<file path="config.mk">
export PLATFORM = sky130hd
export DESIGN_NAME = rob_retire_unit_flat
export DESIGN_NICKNAME = d
export VERILOG_FILES = /design/src/rtl/rob_retire_unit_if.sv /design/src/rtl/rob_retire_unit.sv /design/src/flat_wrapper.sv
export SDC_FILE = /design/constraint.sdc
export NUM_CORES = 1
export LEC_CHECK = 0
export ABC_AREA = 0
export BUFFER_PORTS_ARGS = -buffer_cell sky130_fd_sc_hd__buf_2
export CAP_MARGIN = 20
export CELL_PAD_IN_SITES_DETAIL_PLACEMENT = 0
export CELL_PAD_IN_SITES_GLOBAL_PLACEMENT = 2
export CORE_UTILIZATION = 35
export CTS_BUF_LIST = sky130_fd_sc_hd__clkbuf_16
export DETAILED_ROUTE_END_ITERATION = 7
export GPL_ROUTABILITY_DRIVEN = 0
export PLACE_DENSITY_LB_ADDON = 0.1
export SETUP_SLACK_MARGIN = 0.3
export SYNTH_ARGS = -nofsm -noshare
export SYNTH_HDL_FRONTEND = slang
export SYNTH_SLANG_ARGS = --single-unit
</file>
<file path="constraint.sdc">
create_clock -name clk -period 12.5 [get_ports clk]
set_input_delay 1.875 -clock clk [delete_from_list [all_inputs] [get_ports clk]]
set_output_delay 1.875 -clock clk [all_outputs]
set_load 0.05 [all_outputs]
</file>
<file path="src/rtl/rob_retire_unit_if.sv">
// Rename/writeback/retire bundle of the reorder buffer.
// master = pipeline side, slave = ROB side.
interface rob_retire_unit_if #(
  parameter int IDX_W  = 4,
  parameter int PREG_W = 6
);
  logic                   alloc_valid;
  logic                   alloc_has_dest;
  logic [PREG_W-1:0]      alloc_dr_p;
  logic [PREG_W-1:0]      alloc_old_dr;
  logic                   alloc_ready;
  logic [IDX_W-1:0]       alloc_rob_num;
  logic                   cmpl0_valid;
  logic [IDX_W-1:0]       cmpl0_idx;
  logic                   cmpl1_valid;
  logic [IDX_W-1:0]       cmpl1_idx;
  logic [1:0]             retire_cnt;
  logic [PREG_W-1:0]      retire_dr_p0;
  logic [PREG_W-1:0]      retire_dr_p1;
  logic [(1<<PREG_W)-1:0] ROB_retire;
  logic                   rob_empty;

  modport master (
    output alloc_valid, alloc_has_dest,
    output alloc_dr_p, alloc_old_dr,
    output cmpl0_valid, cmpl0_idx,
    output cmpl1_valid, cmpl1_idx,
    input  alloc_ready, alloc_rob_num,
    input  retire_cnt, retire_dr_p0,
    input  retire_dr_p1, ROB_retire,
    input  rob_empty
  );

  modport slave (
    input  alloc_valid, alloc_has_dest,
    input  alloc_dr_p, alloc_old_dr,
    input  cmpl0_valid, cmpl0_idx,
    input  cmpl1_valid, cmpl1_idx,
    output alloc_ready, alloc_rob_num,
    output retire_cnt, retire_dr_p0,
    output retire_dr_p1, ROB_retire,
    output rob_empty
  );
endinterface

</file>
<file path="src/rtl/rob_retire_unit.sv">
// Circular reorder buffer: in-order alloc, out-of-order
// completion, dual in-order retire with freed-preg mask.
module rob_retire_unit #(
  parameter int DEPTH  = 16,
  parameter int IDX_W  = 4,
  parameter int PREG_W = 6
) (
  input logic clk,
  input logic rstn,
  rob_retire_unit_if.slave rob_if
);
  localparam int NPREG = 1 << PREG_W;
  localparam logic [IDX_W:0] FULL = (IDX_W+1)'(DEPTH);

  logic [DEPTH-1:0]  valid_q, valid_d;
  logic [DEPTH-1:0]  done_q, done_d;
  logic [DEPTH-1:0]  hasd_q;
  logic [PREG_W-1:0] dr_q  [DEPTH];
  logic [PREG_W-1:0] old_q [DEPTH];

  logic [IDX_W-1:0]  head_q, head_d;
  logic [IDX_W-1:0]  tail_q, tail_d;
  logic [IDX_W-1:0]  head1;
  logic [IDX_W:0]    count_q, count_d;

  logic              alloc_ok;
  logic              r0, r1;
  logic [1:0]        cnt_q, cnt_d;
  logic [PREG_W-1:0] dr0_q, dr0_d;
  logic [PREG_W-1:0] dr1_q, dr1_d;
  logic [NPREG-1:0]  mask_q, mask_d;

  always_comb begin
    head1    = head_q + 1'b1;
    alloc_ok = rob_if.alloc_valid
             && (count_q != FULL);
    r0 = valid_q[head_q] && done_q[head_q];
    r1 = r0 && valid_q[head1]
            && done_q[head1];
    cnt_d = {1'b0, r0} + {1'b0, r1};
    dr0_d = r0 ? dr_q[head_q] : '0;
    dr1_d = r1 ? dr_q[head1]  : '0;

    // preg 0 is hardwired and never returns to the pool
    mask_d = '0;
    if (r0 && hasd_q[head_q]
        && (old_q[head_q] != '0))
      mask_d[old_q[head_q]] = 1'b1;
    if (r1 && hasd_q[head1]
        && (old_q[head1] != '0))
      mask_d[old_q[head1]] = 1'b1;

    head_d  = head_q + IDX_W'(cnt_d);
    tail_d  = tail_q + IDX_W'(alloc_ok);
    count_d = count_q
            + (IDX_W+1)'(alloc_ok)
            - (IDX_W+1)'(cnt_d);
  end

  // completion, then retire clear, then alloc
  always_comb begin
    valid_d = valid_q;
    done_d  = done_q;
    if (rob_if.cmpl0_valid
        && valid_q[rob_if.cmpl0_idx])
      done_d[rob_if.cmpl0_idx] = 1'b1;
    if (rob_if.cmpl1_valid
        && valid_q[rob_if.cmpl1_idx])
      done_d[rob_if.cmpl1_idx] = 1'b1;
    if (r0) begin
      valid_d[head_q] = 1'b0;
      done_d[head_q]  = 1'b0;
    end
    if (r1) begin
      valid_d[head1] = 1'b0;
      done_d[head1]  = 1'b0;
    end
    if (alloc_ok) begin
      valid_d[tail_q] = 1'b1;
      done_d[tail_q]  = 1'b0;
    end
  end

  always_ff @(posedge clk) begin
    if (!rstn) begin
      valid_q <= '0;
      done_q  <= '0;
      head_q  <= '0;
      tail_q  <= '0;
      count_q <= '0;
      cnt_q   <= '0;
      dr0_q   <= '0;
      dr1_q   <= '0;
      mask_q  <= '0;
    end else begin
      valid_q <= valid_d;
      done_q  <= done_d;
      head_q  <= head_d;
      tail_q  <= tail_d;
      count_q <= count_d;
      cnt_q   <= cnt_d;
      dr0_q   <= dr0_d;
      dr1_q   <= dr1_d;
      mask_q  <= mask_d;
    end
  end

  always_ff @(posedge clk) begin
    if (alloc_ok) begin
      hasd_q[tail_q] <= rob_if.alloc_has_dest;
      dr_q[tail_q]   <= rob_if.alloc_dr_p;
      old_q[tail_q]  <= rob_if.alloc_old_dr;
    end
  end

  assign rob_if.alloc_ready   = (count_q != FULL);
  assign rob_if.alloc_rob_num = tail_q;
  assign rob_if.rob_empty     = (count_q == '0);
  assign rob_if.retire_cnt    = cnt_q;
  assign rob_if.retire_dr_p0  = dr0_q;
  assign rob_if.retire_dr_p1  = dr1_q;
  assign rob_if.ROB_retire    = mask_q;
endmodule

</file>
<file path="src/flat_wrapper.sv">
// flat-port wrapper written by rule: the top's interface ports become plain ports
module rob_retire_unit_flat 
#(
  parameter int DEPTH  = 16,
  parameter int IDX_W  = 4,
  parameter int PREG_W = 6
)
  (clk, rstn, rob_if_alloc_valid, rob_if_alloc_has_dest, rob_if_alloc_dr_p, rob_if_alloc_old_dr, rob_if_cmpl0_valid, rob_if_cmpl0_idx, rob_if_cmpl1_valid, rob_if_cmpl1_idx, rob_if_alloc_ready, rob_if_alloc_rob_num, rob_if_retire_cnt, rob_if_retire_dr_p0, rob_if_retire_dr_p1, rob_if_ROB_retire, rob_if_rob_empty);
  rob_retire_unit_if #(.IDX_W(IDX_W), .PREG_W(PREG_W)) rob_if_i ();
  input logic clk;
  input logic rstn;
  input wire logic [$bits(rob_if_i.alloc_valid)-1:0] rob_if_alloc_valid;
  input wire logic [$bits(rob_if_i.alloc_has_dest)-1:0] rob_if_alloc_has_dest;
  input wire logic [$bits(rob_if_i.alloc_dr_p)-1:0] rob_if_alloc_dr_p;
  input wire logic [$bits(rob_if_i.alloc_old_dr)-1:0] rob_if_alloc_old_dr;
  input wire logic [$bits(rob_if_i.cmpl0_valid)-1:0] rob_if_cmpl0_valid;
  input wire logic [$bits(rob_if_i.cmpl0_idx)-1:0] rob_if_cmpl0_idx;
  input wire logic [$bits(rob_if_i.cmpl1_valid)-1:0] rob_if_cmpl1_valid;
  input wire logic [$bits(rob_if_i.cmpl1_idx)-1:0] rob_if_cmpl1_idx;
  output wire logic [$bits(rob_if_i.alloc_ready)-1:0] rob_if_alloc_ready;
  output wire logic [$bits(rob_if_i.alloc_rob_num)-1:0] rob_if_alloc_rob_num;
  output wire logic [$bits(rob_if_i.retire_cnt)-1:0] rob_if_retire_cnt;
  output wire logic [$bits(rob_if_i.retire_dr_p0)-1:0] rob_if_retire_dr_p0;
  output wire logic [$bits(rob_if_i.retire_dr_p1)-1:0] rob_if_retire_dr_p1;
  output wire logic [$bits(rob_if_i.ROB_retire)-1:0] rob_if_ROB_retire;
  output wire logic [$bits(rob_if_i.rob_empty)-1:0] rob_if_rob_empty;
  assign rob_if_i.alloc_valid = rob_if_alloc_valid;
  assign rob_if_i.alloc_has_dest = rob_if_alloc_has_dest;
  assign rob_if_i.alloc_dr_p = rob_if_alloc_dr_p;
  assign rob_if_i.alloc_old_dr = rob_if_alloc_old_dr;
  assign rob_if_i.cmpl0_valid = rob_if_cmpl0_valid;
  assign rob_if_i.cmpl0_idx = rob_if_cmpl0_idx;
  assign rob_if_i.cmpl1_valid = rob_if_cmpl1_valid;
  assign rob_if_i.cmpl1_idx = rob_if_cmpl1_idx;
  assign rob_if_alloc_ready = rob_if_i.alloc_ready;
  assign rob_if_alloc_rob_num = rob_if_i.alloc_rob_num;
  assign rob_if_retire_cnt = rob_if_i.retire_cnt;
  assign rob_if_retire_dr_p0 = rob_if_i.retire_dr_p0;
  assign rob_if_retire_dr_p1 = rob_if_i.retire_dr_p1;
  assign rob_if_ROB_retire = rob_if_i.ROB_retire;
  assign rob_if_rob_empty = rob_if_i.rob_empty;
  rob_retire_unit #(.DEPTH(DEPTH), .IDX_W(IDX_W), .PREG_W(PREG_W)) u_core (.clk(clk), .rstn(rstn), .rob_if(rob_if_i));
endmodule
</file>
==> results of run 1 <==
==> area by class of cell <==
cell class / instances / area (µm²) / area share
well taps: 585 / 732 / 0.0412
inverters: 24 / 90.1 / 0.00507
multi-input cells: 595 / 6230 / 0.350
flip-flops and latches: 331 / 8720 / 0.490
repair buffers: 132 / 751 / 0.0422
clock inverters: 30 / 234 / 0.0132
clock buffers: 41 / 1030 / 0.0577
==> worst max-delay path, stage by stage, from the launching register on <==
cell                      delay, ps
sky130_fd_sc_hd__dfxtp_4        670
sky130_fd_sc_hd__buf_4          640
sky130_fd_sc_hd__buf_4          700
sky130_fd_sc_hd__mux4_2         600
sky130_fd_sc_hd__mux2i_1        150
sky130_fd_sc_hd__a22o_1         280
sky130_fd_sc_hd__or2_1          570
sky130_fd_sc_hd__inv_1          440
sky130_fd_sc_hd__and2_1         270
sky130_fd_sc_hd__ha_1           330
sky130_fd_sc_hd__ha_1           290
sky130_fd_sc_hd__inv_1           40
sky130_fd_sc_hd__ha_1           200
sky130_fd_sc_hd__inv_1           70
sky130_fd_sc_hd__fa_1           190
sky130_fd_sc_hd__inv_1           50
sky130_fd_sc_hd__a21oi_1        140
sky130_fd_sc_hd__nor2_1          60
sky130_fd_sc_hd__or3_1          340
sky130_fd_sc_hd__a21oi_1        140
==> synth_stat cells (5+ instances only) <==
library cell	number	area share
sky130_fd_sc_hd__and2_1	10	0.0041
sky130_fd_sc_hd__buf_6	5	0.0037
sky130_fd_sc_hd__mux2_2	9	0.0066
sky130_fd_sc_hd__mux2i_1	17	0.011
sky130_fd_sc_hd__and4_1	9	0.0051
sky130_fd_sc_hd__edfxtp_1	208	0.41
sky130_fd_sc_hd__and3_1	10	0.0041
sky130_fd_sc_hd__nor4_1	12	0.0049
sky130_fd_sc_hd__nand3_1	26	0.0085
sky130_fd_sc_hd__buf_1	9	0.0022
sky130_fd_sc_hd__clkbuf_1	14	0.0034
sky130_fd_sc_hd__buf_4	14	0.0069
sky130_fd_sc_hd__a221oi_1	10	0.0057
sky130_fd_sc_hd__nor3_1	14	0.0046
sky130_fd_sc_hd__buf_2	22	0.0072
sky130_fd_sc_hd__nand2b_1	6	0.0025
sky130_fd_sc_hd__mux4_2	140	0.21
sky130_fd_sc_hd__o22ai_1	65	0.027
sky130_fd_sc_hd__nor2_1	33	0.0081
sky130_fd_sc_hd__inv_1	22	0.0054
sky130_fd_sc_hd__a21oi_1	13	0.0042
sky130_fd_sc_hd__o21ai_0	5	0.0016
sky130_fd_sc_hd__nor2b_1	23	0.0094
sky130_fd_sc_hd__dfxtp_1	123	0.16
sky130_fd_sc_hd__nand2_1	84	0.021
sky130_fd_sc_hd__o31ai_1	6	0.0029
sky130_fd_sc_hd__ha_1	19	0.016
sky130_fd_sc_hd__xnor2_1	5	0.0029
==> power by group through the flow <==
stage               Clock [µW]  Combinational [µW]  Sequential, µW
floorplan                    0                 123            1230
global placement             0                 195            1230
detailed placement           0                 193            1230
CTS                       1150                 193            1210
global route              1190                 212            1210
finish                    1120                 193            1210
==> sequential cells by signal, summed over array words and instances, names as in the netlist <==
| register | cells |
|---|---|
| u_core.dr_q | 96 |
| u_core.old_q | 96 |
| u_core.rob_if.ROB_retire | 64 |
| u_core.done_q | 16 |
| u_core.hasd_q | 16 |
| u_core.valid_q | 16 |
| u_core.rob_if.retire_dr_p0 | 6 |
| u_core.rob_if.retire_dr_p1 | 6 |
| u_core.count_q | 5 |
| u_core.head_q | 4 |
| u_core.rob_if.alloc_rob_num | 4 |
| u_core.rob_if.retire_cnt | 2 |
==> cell families after synthesis <==
kind of cell | synth area share
DFF | 0.569
and+or+nand+nor | 0.0919
muxes | 0.225
AOI/OAI and AO/OA | 0.0601
buffers and inverters | 0.0302
adders and majority gates | 0.0181
xor gates and xnor gates | 0.00621
other | 0.000245
==> worst max path at each step <==
| stage | start | to | slack (ps) | cells past startpoint |
|---|---|---|---|---|
| finish | u_core.head_q[0] | u_core.count_q[4] | 6160 | 19 |
| global route | u_core.head_q[0] | u_core.count_q[4] | 5620 | 19 |
| global placement | u_core.head_q[0] | u_core.count_q[4] | 6180 | 19 |
| CTS | u_core.head_q[0] | u_core.count_q[4] | 6070 | 19 |
| detailed placement | u_core.head_q[0] | u_core.count_q[4] | 6080 | 19 |
| floorplan | u_core.head_q[1] | u_core.count_q[4] | 7240 | 25 |
==> per-stage QoR <==
step                      instance area [µm²]   util  setup WS (ps)
after floorplan                         15300      -           7240
after global placement                  16500  0.382           6180
after detailed placement                16500  0.382           6080
after CTS                               17700  0.412           6070
after global routing                    17800  0.413           5620
final                                   17800  0.413           6160
==> layer usage <==
metal  wire, µm  track usage  vias to the layer above
li1           -            -                     4306
met1      20000        0.279                     5003
met4       1060       0.0670                        2
met3       2210       0.0343                       72
met5         11            0                        -
met2      22200        0.340                      306
==> impl_metrics.toml, run 1 <==
[critical_path]
end_kind = "flip-flop"
reg2reg_to = "u_core.count_q[4]"
r2r_slack_ps = 6160
path_class = "flip-flop to flip-flop"
r2r_start = "u_core.head_q[0]"
worst-endpoint-arrival_ps = 6820
r2r.worst_path.cells = 19
path_max_fanout = 46
worstSetupStartpointType = "flip-flop"
cp_data_required_time_ps = 12980

[hold_path]
worstHoldStart = "u_core.count_q[3]"
hold_end = "u_core.count_q[4]"
min_delay_path_depth = 3
worstHoldPathType = "flip-flop to flip-flop"

[timing]
timing.slew.headroom = 0.252
fin_setup_tns_ps = 0
fin_worst_skew_ps = 14.0
timing_worst_slew_pin_value_ps = 1110
unrepaired_setup_endpoints_after_global_routing = "false"
period_needed_ps = 6340
count_of_pins_over_their_slew_limit = 0
achievable-frequency_mhz = 158
layout_worst_path_cycle_share = 0.507
final_hold_violation_count = 0
setup_viol = 0
hold_slack_ps = 584

[route]
dr.pass1.iters = 5
drc = 0
totalWireLength_um = 45500
via_per_instance_ratio = 5.57
antenna_violating_nets_post_route = 0
total_via_count_in_the_routed_design = 9689
detailed_route_iter0_violations = 856
wl_per_cell_um = 26.2

[clock_network]
post_cts.repair.setup_buffers = 0
tritoncts = "done"
cts-buffers-inserted = 39
cts.clk_slew.worst_paths_ps = 50
cts.htree.levels = 2
numClockSinks = 331
cts_hold_buf = 0
clk_root_buffer_cell = "sky130_fd_sc_hd__clkbuf_16"
cts_resized = 0
clock_insertion_delay_worst_skew_ps = 550
clock_path_buffers = 3

[finish]
layout_common_cells = "sky130_fd_sc_hd__edfxtp_1 (208), sky130_fd_sc_hd__mux4_2 (140), sky130_fd_sc_hd__dfxtp_1 (121), sky130_fd_sc_hd__buf_2 (109), sky130_fd_sc_hd__nand2_1 (84)"
layout.nets = 1170
layout_commonest_cell = "sky130_fd_sc_hd__edfxtp_1"
fill_cells = 3993
layout-area-overhead-vs-synth_pct = 16.1
diodes = 0
post_layout_nonfiller_instances = 1738
post_route_cells_drive_above_1_share = 0.320

[global_route]
grt_max_degree = 59
grt_first_pass_wirelength_um = 66200
first_global_vias = 9889
grt.total_usage = 0.207
antenna_found_initial = 1
grt_overflow_total = 0

[pwr]
switching_share = 0.234
intPower_uw = 1930
p_sw_uw = 590
power.share.combinational = 0.077
max-vdd-ir-drop_v = 0.0000824
portion_of_total_power_attributed_to_sequential_cells = 0.478
power_uw = 2520
power.leakage_uw = 0.00593
clockPowerShare = 0.445
power_density_mw_per_mm2 = 142

[synth]
ys_dominant_reg_cell = "sky130_fd_sc_hd__edfxtp_1"
ys_ff_latch = 331
synth_area_mm2 = 0.0153
synthDistinctLibCells = 68
postSynthNetCount = 1062
ys.warnings.count = 0
number_of_cells_produced_by_synthesis = 1015
synth_async_sr_flop_share = 0
synth-seq-area-share = 0.569
synth.avg_cell_area_um2 = 15.1
synth-edff-count = 208

[die]
floorplan.core_area_mm2 = 0.0431
dieArea_mm2 = 0.0446
num_rows = 76
initial_utilization = 0.355
die_h_um = 211
die_width_um = 211
io-pin-count = 110

[status]
outcome = "finished clean"

[placement]
place_hpwl_um = 28600
placed_cells = 1665
io_buffers = 109

[flow_run]
cap_viol_max_count = 0
Power figures use the tool's default switching activity.
==> inputs of run 2 (changes only) <==
Clock period 12.5 ns to 6.1 ns, I/O delays scaled along.
==> run 2 against run 1 <==
Compared with the run above:
- routed wire length grew 0.49%
- combinational power rose by 110%
- sequential share of layout area unchanged
- utilization unchanged
- design area stayed put
- critical path type unchanged
==> impl_metrics.toml, run 2 (synthesized netlist as in run 1, its figures left out) <==
[status]
outcome = "finished clean"

[critical_path]
list_of_cells_traversed_by_the_critical_path = "buf_4 > nand3_1 > xnor2_2 > nand3_1 > o22ai_1 > and2_1 > ha_1 > ha_1 > inv_1 > ha_1 > inv_1 > fa_1 > inv_1 > a21oi_1 > nor2_1 > or3_1 > a21oi_1"
timing.critical_path.buf_inv = 4
max_stage_delay_ps = 760
worstSetupStartpointType = "flip-flop"
reg2reg_to = "u_core.count_q[4]"
r2r_slack_ps = 1580
r2r.worst_path.cells = 17
path_delay_family = "adder cells"
end_kind = "flip-flop"
launch_point_of_the_worst_path = "u_core.head_q[1]"
critical_path.endpoint = "u_core.count_q[4]"
path_max_fanout = 37
path_class = "flip-flop to flip-flop"
cp_data_required_time_ps = 6600
worst-path-stages = 17
critPathSlowestCell = "sky130_fd_sc_hd__dfxtp_4"
worst-endpoint-arrival_ps = 5020
r2r_start = "u_core.head_q[1]"

[route]
totalWireLength_um = 45700
wl_per_cell_um = 26.2
dr.pass1.iters = 5
detailed_route_iter0_violations = 653
via_per_instance_ratio = 5.59
drc = 0
total_via_count_in_the_routed_design = 9750
antenna_violating_nets_post_route = 0

[clock_network]
numClockSinks = 331
cts_hold_buf = 0
cts.clk_slew.worst_paths_ps = 60
cts-buffers-inserted = 39
clock_insertion_delay_worst_skew_ps = 570
cts.htree.levels = 2
cts_resized = 0
tritoncts = "done"
clk_root_buffer_cell = "sky130_fd_sc_hd__clkbuf_16"
clock_path_buffers = 3
post_cts.repair.setup_buffers = 0

[global_route]
grt_first_pass_wirelength_um = 67400
first_global_vias = 9984
grt_max_degree = 42
grt_overflow_total = 0
antenna_found_initial = 0
grt.total_usage = 0.210

[timing]
fin_setup_tns_ps = 0
fin_worst_skew_ps = 16.6
worst_slack_ps = 1580
setup_viol = 0
final_hold_violation_count = 0
layout_worst_path_cycle_share = 0.741
timing.slew.headroom = 0.255
timing_worst_slew_pin_value_ps = 1110
unrepaired_setup_endpoints_after_global_routing = "false"
count_of_pins_over_their_slew_limit = 0
achievable-frequency_mhz = 221
period_needed_ps = 4520

[pwr]
power_density_mw_per_mm2 = 290
max-vdd-ir-drop_v = 0.000169
power.leakage_uw = 0.00595

[die]
dieArea_mm2 = 0.0446
io-pin-count = 110
die_h_um = 211
floorplan.core_area_mm2 = 0.0431
initial_utilization = 0.355
num_rows = 76
die_width_um = 211

[finish]
layout.nets = 1174
diodes = 0
post_route_cells_drive_above_1_share = 0.326
fill_cells = 3957
layout-area-overhead-vs-synth_pct = 16.1
layout_common_cells = "sky130_fd_sc_hd__edfxtp_1 (208), sky130_fd_sc_hd__mux4_2 (140), sky130_fd_sc_hd__dfxtp_1 (121), sky130_fd_sc_hd__buf_2 (109), sky130_fd_sc_hd__nand2_1 (84)"
layout_commonest_cell = "sky130_fd_sc_hd__edfxtp_1"

[placement]
io_buffers = 109
preCtsSetupSlack_ps = 1410
place_hpwl_um = 29100

[hold_path]
worstHoldPathType = "flip-flop to flip-flop"

[flow_run]
cap_viol_max_count = 0
-- run 2: worst min-delay path by stage --
stage / start / to / slack (ps) / cells past startpoint
floorplan: u_core.valid_q[14] / u_core.valid_q[14] / 480 / 2
global placement: u_core.valid_q[2] / u_core.valid_q[2] / 580 / 1
detailed placement: u_core.valid_q[2] / u_core.valid_q[2] / 590 / 1
CTS: u_core.count_q[3] / u_core.count_q[4] / 600 / 3
global route: u_core.valid_q[2] / u_core.valid_q[2] / 610 / 1
finish: u_core.count_q[3] / u_core.count_q[4] / 600 / 3
-- run 2: through the flow --
step	instances	util	total power [µW]	area, µm²	hold WS (ps)
detailed placement	1670	0.383	2920	16500	586
global placement	1670	0.383	2920	16500	580
finish	1743	0.413	5160	17800	600
CTS	1742	0.413	5230	17800	598
floorplan	1015	-	2770	15300	479
global route	1743	0.413	5360	17800	611
-- run 2: worst reg2reg max path: cells and delay by family (launching register included) --
kind / cells / cell delay (ps)
buffers and inverters: 4 / 750
and+or+nand+nor: 5 / 1010
DFF: 1 / 760
xor gates and xnor gates: 1 / 310
adders and majority gates: 4 / 960
AOI/OAI and AO/OA: 3 / 650
-- run 2: final cells by class --
cell class              count  area (µm²)  area share
inverters                  24        90.1     0.00507
flip-flops and latches    331        8720       0.490
well taps                 585         732      0.0412
clock inverters            32         267      0.0150
clock buffers              40        1000      0.0563
repair buffers            136         748      0.0421
multi-input cells         595        6220       0.350
-- run 2: metal layers --
| layer | part of all wire | track usage | wire (µm) |
|---|---|---|---|
| met2 | 0.49 | 0.342 | 22200 |
| met1 | 0.44 | 0.291 | 20100 |
| met3 | 0.053 | 0.0330 | 2410 |
| met4 | 0.021 | 0.0602 | 939 |
| met5 | 0 | 0 | 0 |
-- run 2: power breakdown --
group | switching (µW) | internal [µW] | leakage, µW | total (µW)
Combinational | 254 | 143 | 0.00242 | 397
Sequential | 35.5 | 2430 | 0.00287 | 2470
Clock | 966 | 1330 | 0.000654 | 2300
Total | 1250 | 3910 | 0.00595 | 5160
==> inputs of run 3 (changes only) <==
Clock period 6.1 ns to 4.4 ns, I/O delays scaled along.
==> run 3 against run 2 <==
Compared with the run above:
- critical path type unchanged
- sequential share of layout area fell by 0.76 points
- clock power increased by 39%
- non-clock buffer count rose by 30
- critical path depth rose by 1
- total power grew 39%
- die area is the same
- sequential power up 38%
- routed wire length rose by 1.8%
- clock skew shrank 3.6 ps
- count of clock-buffer cells in the layout unchanged
- global-route usage up 0.073 points
==> impl_metrics.toml, run 3 (synthesized netlist as in run 1, its figures left out) <==
[status]
outcome = "finished clean"

[clock_network]
clk_root_buffer_cell = "sky130_fd_sc_hd__clkbuf_16"
numClockSinks = 331
tritoncts = "done"
cts.htree.levels = 2
clock_insertion_delay_worst_skew_ps = 560
cts-buffers-inserted = 39
cts.clk_slew.worst_paths_ps = 60
cts_hold_buf = 0
clock_path_buffers = 3

[pwr]
power_density_mw_per_mm2 = 397
max-vdd-ir-drop_v = 0.000246
intPower_uw = 5470
portion_of_total_power_attributed_to_sequential_cells = 0.477
clockPowerShare = 0.444
switching_share = 0.238
power.share.combinational = 0.079
power_uw = 7170
p_sw_uw = 1710
power.leakage_uw = 0.00612

[global_route]
grt_max_degree = 57
grt_overflow_total = 0
first_global_vias = 9997
grt.total_usage = 0.211
antenna_found_initial = 0
grt_first_pass_wirelength_um = 67500

[route]
antenna_violating_nets_post_route = 0
via_per_instance_ratio = 5.63
drc = 0
detailed_route_iter0_violations = 653
total_via_count_in_the_routed_design = 9980
wl_per_cell_um = 26.3
totalWireLength_um = 46500
dr.pass1.iters = 7

[finish]
layout_commonest_cell = "sky130_fd_sc_hd__edfxtp_1"
layout_common_cells = "sky130_fd_sc_hd__edfxtp_1 (208), sky130_fd_sc_hd__mux4_2 (140), sky130_fd_sc_hd__dfxtp_1 (119), sky130_fd_sc_hd__buf_2 (110), sky130_fd_sc_hd__nand2_1 (84)"
layout-area-overhead-vs-synth_pct = 18.0
post_route_cells_drive_above_1_share = 0.345
final_design_area_no_fill_mm2 = 0.0181
layout.nets = 1204
diodes = 0

[critical_path]
path_max_fanout = 11
r2r_start = "u_core.head_q[0]"
worstSetupStartpointType = "flip-flop"
cp_data_required_time_ps = 4880
r2r_slack_ps = 520
worst-endpoint-arrival_ps = 4360
reg2reg_to = "u_core.count_q[4]"
r2r.worst_path.cells = 18
end_kind = "flip-flop"
path_class = "flip-flop to flip-flop"
critical_path.endpoint = "u_core.count_q[4]"
launch_point_of_the_worst_path = "u_core.head_q[0]"

[timing]
layout_worst_path_cycle_share = 0.882
final_hold_violation_count = 0
unrepaired_setup_endpoints_after_global_routing = "false"
period_needed_ps = 3880
timing_worst_slew_pin_value_ps = 1050
fin_setup_tns_ps = 0
fin_worst_skew_ps = 13.0
setup_viol = 0
achievable-frequency_mhz = 258
timing.slew.headroom = 0.290
count_of_pins_over_their_slew_limit = 0

[die]
dieArea_mm2 = 0.0446
initial_utilization = 0.355
floorplan.core_area_mm2 = 0.0431
io-pin-count = 110
die_h_um = 211
die_width_um = 211
num_rows = 76

[placement]
place_hpwl_um = 29600
io_buffers = 109
placedInstanceArea_mm2 = 0.0167

[hold_path]
worstHoldStart = "rob_if_alloc_dr_p[4]"
worstHoldPathType = "input pin to flip-flop"

[flow_run]
cap_viol_max_count = 0
[run 3: cell count changes in the layout (fill, tap and decap cells not counted), moves of 2 or more]
cell and change:
sky130_fd_sc_hd__buf_4 +23, sky130_fd_sc_hd__buf_6 +3, sky130_fd_sc_hd__clkbuf_4 +2, sky130_fd_sc_hd__clkinv_1 +4, sky130_fd_sc_hd__clkinv_2 -5, sky130_fd_sc_hd__clkinv_4 -2
sky130_fd_sc_hd__dfxtp_1 -2, sky130_fd_sc_hd__dfxtp_2 +2
[run 3: worst min-delay path by stage]
stage | cells after the start | slack (ps) | to
after floorplan | 2 | 480 | u_core.valid_q[14]
after global placement | 2 | 550 | u_core.valid_q[14]
after detailed placement | 2 | 550 | u_core.valid_q[15]
after CTS | 1 | 450 | u_core.dr_q[0][5]
after global routing | 1 | 470 | u_core.dr_q[2][4]
final | 1 | 470 | u_core.dr_q[2][4]
[run 3: per-layer routing]
metal  vias up  track usage  routed length (µm)
li1       4386            -                   -
met1      5233        0.287               20500
met2       289        0.343               22500
met3        72       0.0388                2360
met4         0       0.0642                1190
met5         -            0                   0
[run 3: worst max-delay path, stage by stage, from the launching register on]
cell and delay [ps]:
sky130_fd_sc_hd__dfxtp_4 440, sky130_fd_sc_hd__inv_2 70, sky130_fd_sc_hd__ha_4 340, sky130_fd_sc_hd__and3b_1 200, sky130_fd_sc_hd__or3_1 370, sky130_fd_sc_hd__a21oi_2 220, sky130_fd_sc_hd__o22ai_4 120, sky130_fd_sc_hd__and2_1 150
sky130_fd_sc_hd__ha_1 380, sky130_fd_sc_hd__ha_1 310, sky130_fd_sc_hd__inv_1 40, sky130_fd_sc_hd__ha_2 180, sky130_fd_sc_hd__inv_2 60, sky130_fd_sc_hd__fa_2 210, sky130_fd_sc_hd__inv_1 40, sky130_fd_sc_hd__a21oi_1 120
sky130_fd_sc_hd__nor2_1 60, sky130_fd_sc_hd__or3_1 340, sky130_fd_sc_hd__a21oi_1 130
[run 3: final cells by class]
type,instances,area (µm²)
Fill cell,3990,25000
Clock buffer,40,1000
Tap cell,585,732
Clock inverter,31,251
Inverter,24,95.1
Multi-Input combinational cell,595,6260
Sequential cell,331,8720
Timing Repair Buffer,166,1000
[run 3: power groups by stage]
stage	Clock, µW	Combinational (µW)	Sequential [µW]
floorplan	0	351	3490
global route	3400	616	3430
global placement	0	570	3480
finish	3190	565	3420
detailed placement	0	567	3480
CTS	3280	570	3420
[run 3: what timing repair did]
| action | 4_1_cts | 5_1_grt |
|---|---|---|
| gates resized for setup | 0 | 6 |
| setup buffers | 0 | 11 |
| setup endpoints to repair | 0 | 1 |
[run 3: metrics by stage]
stage | hold WS [ps] | worst slack, ps | std cells | utilization
after floorplan | 479 | 24.6 | 1015 | -
after global placement | 549 | 376 | 1688 | 0.387
final | 474 | 519 | 1772 | 0.419
after detailed placement | 545 | 344 | 1688 | 0.387
after global routing | 465 | 297 | 1772 | 0.419
after CTS | 454 | 321 | 1759 | 0.416
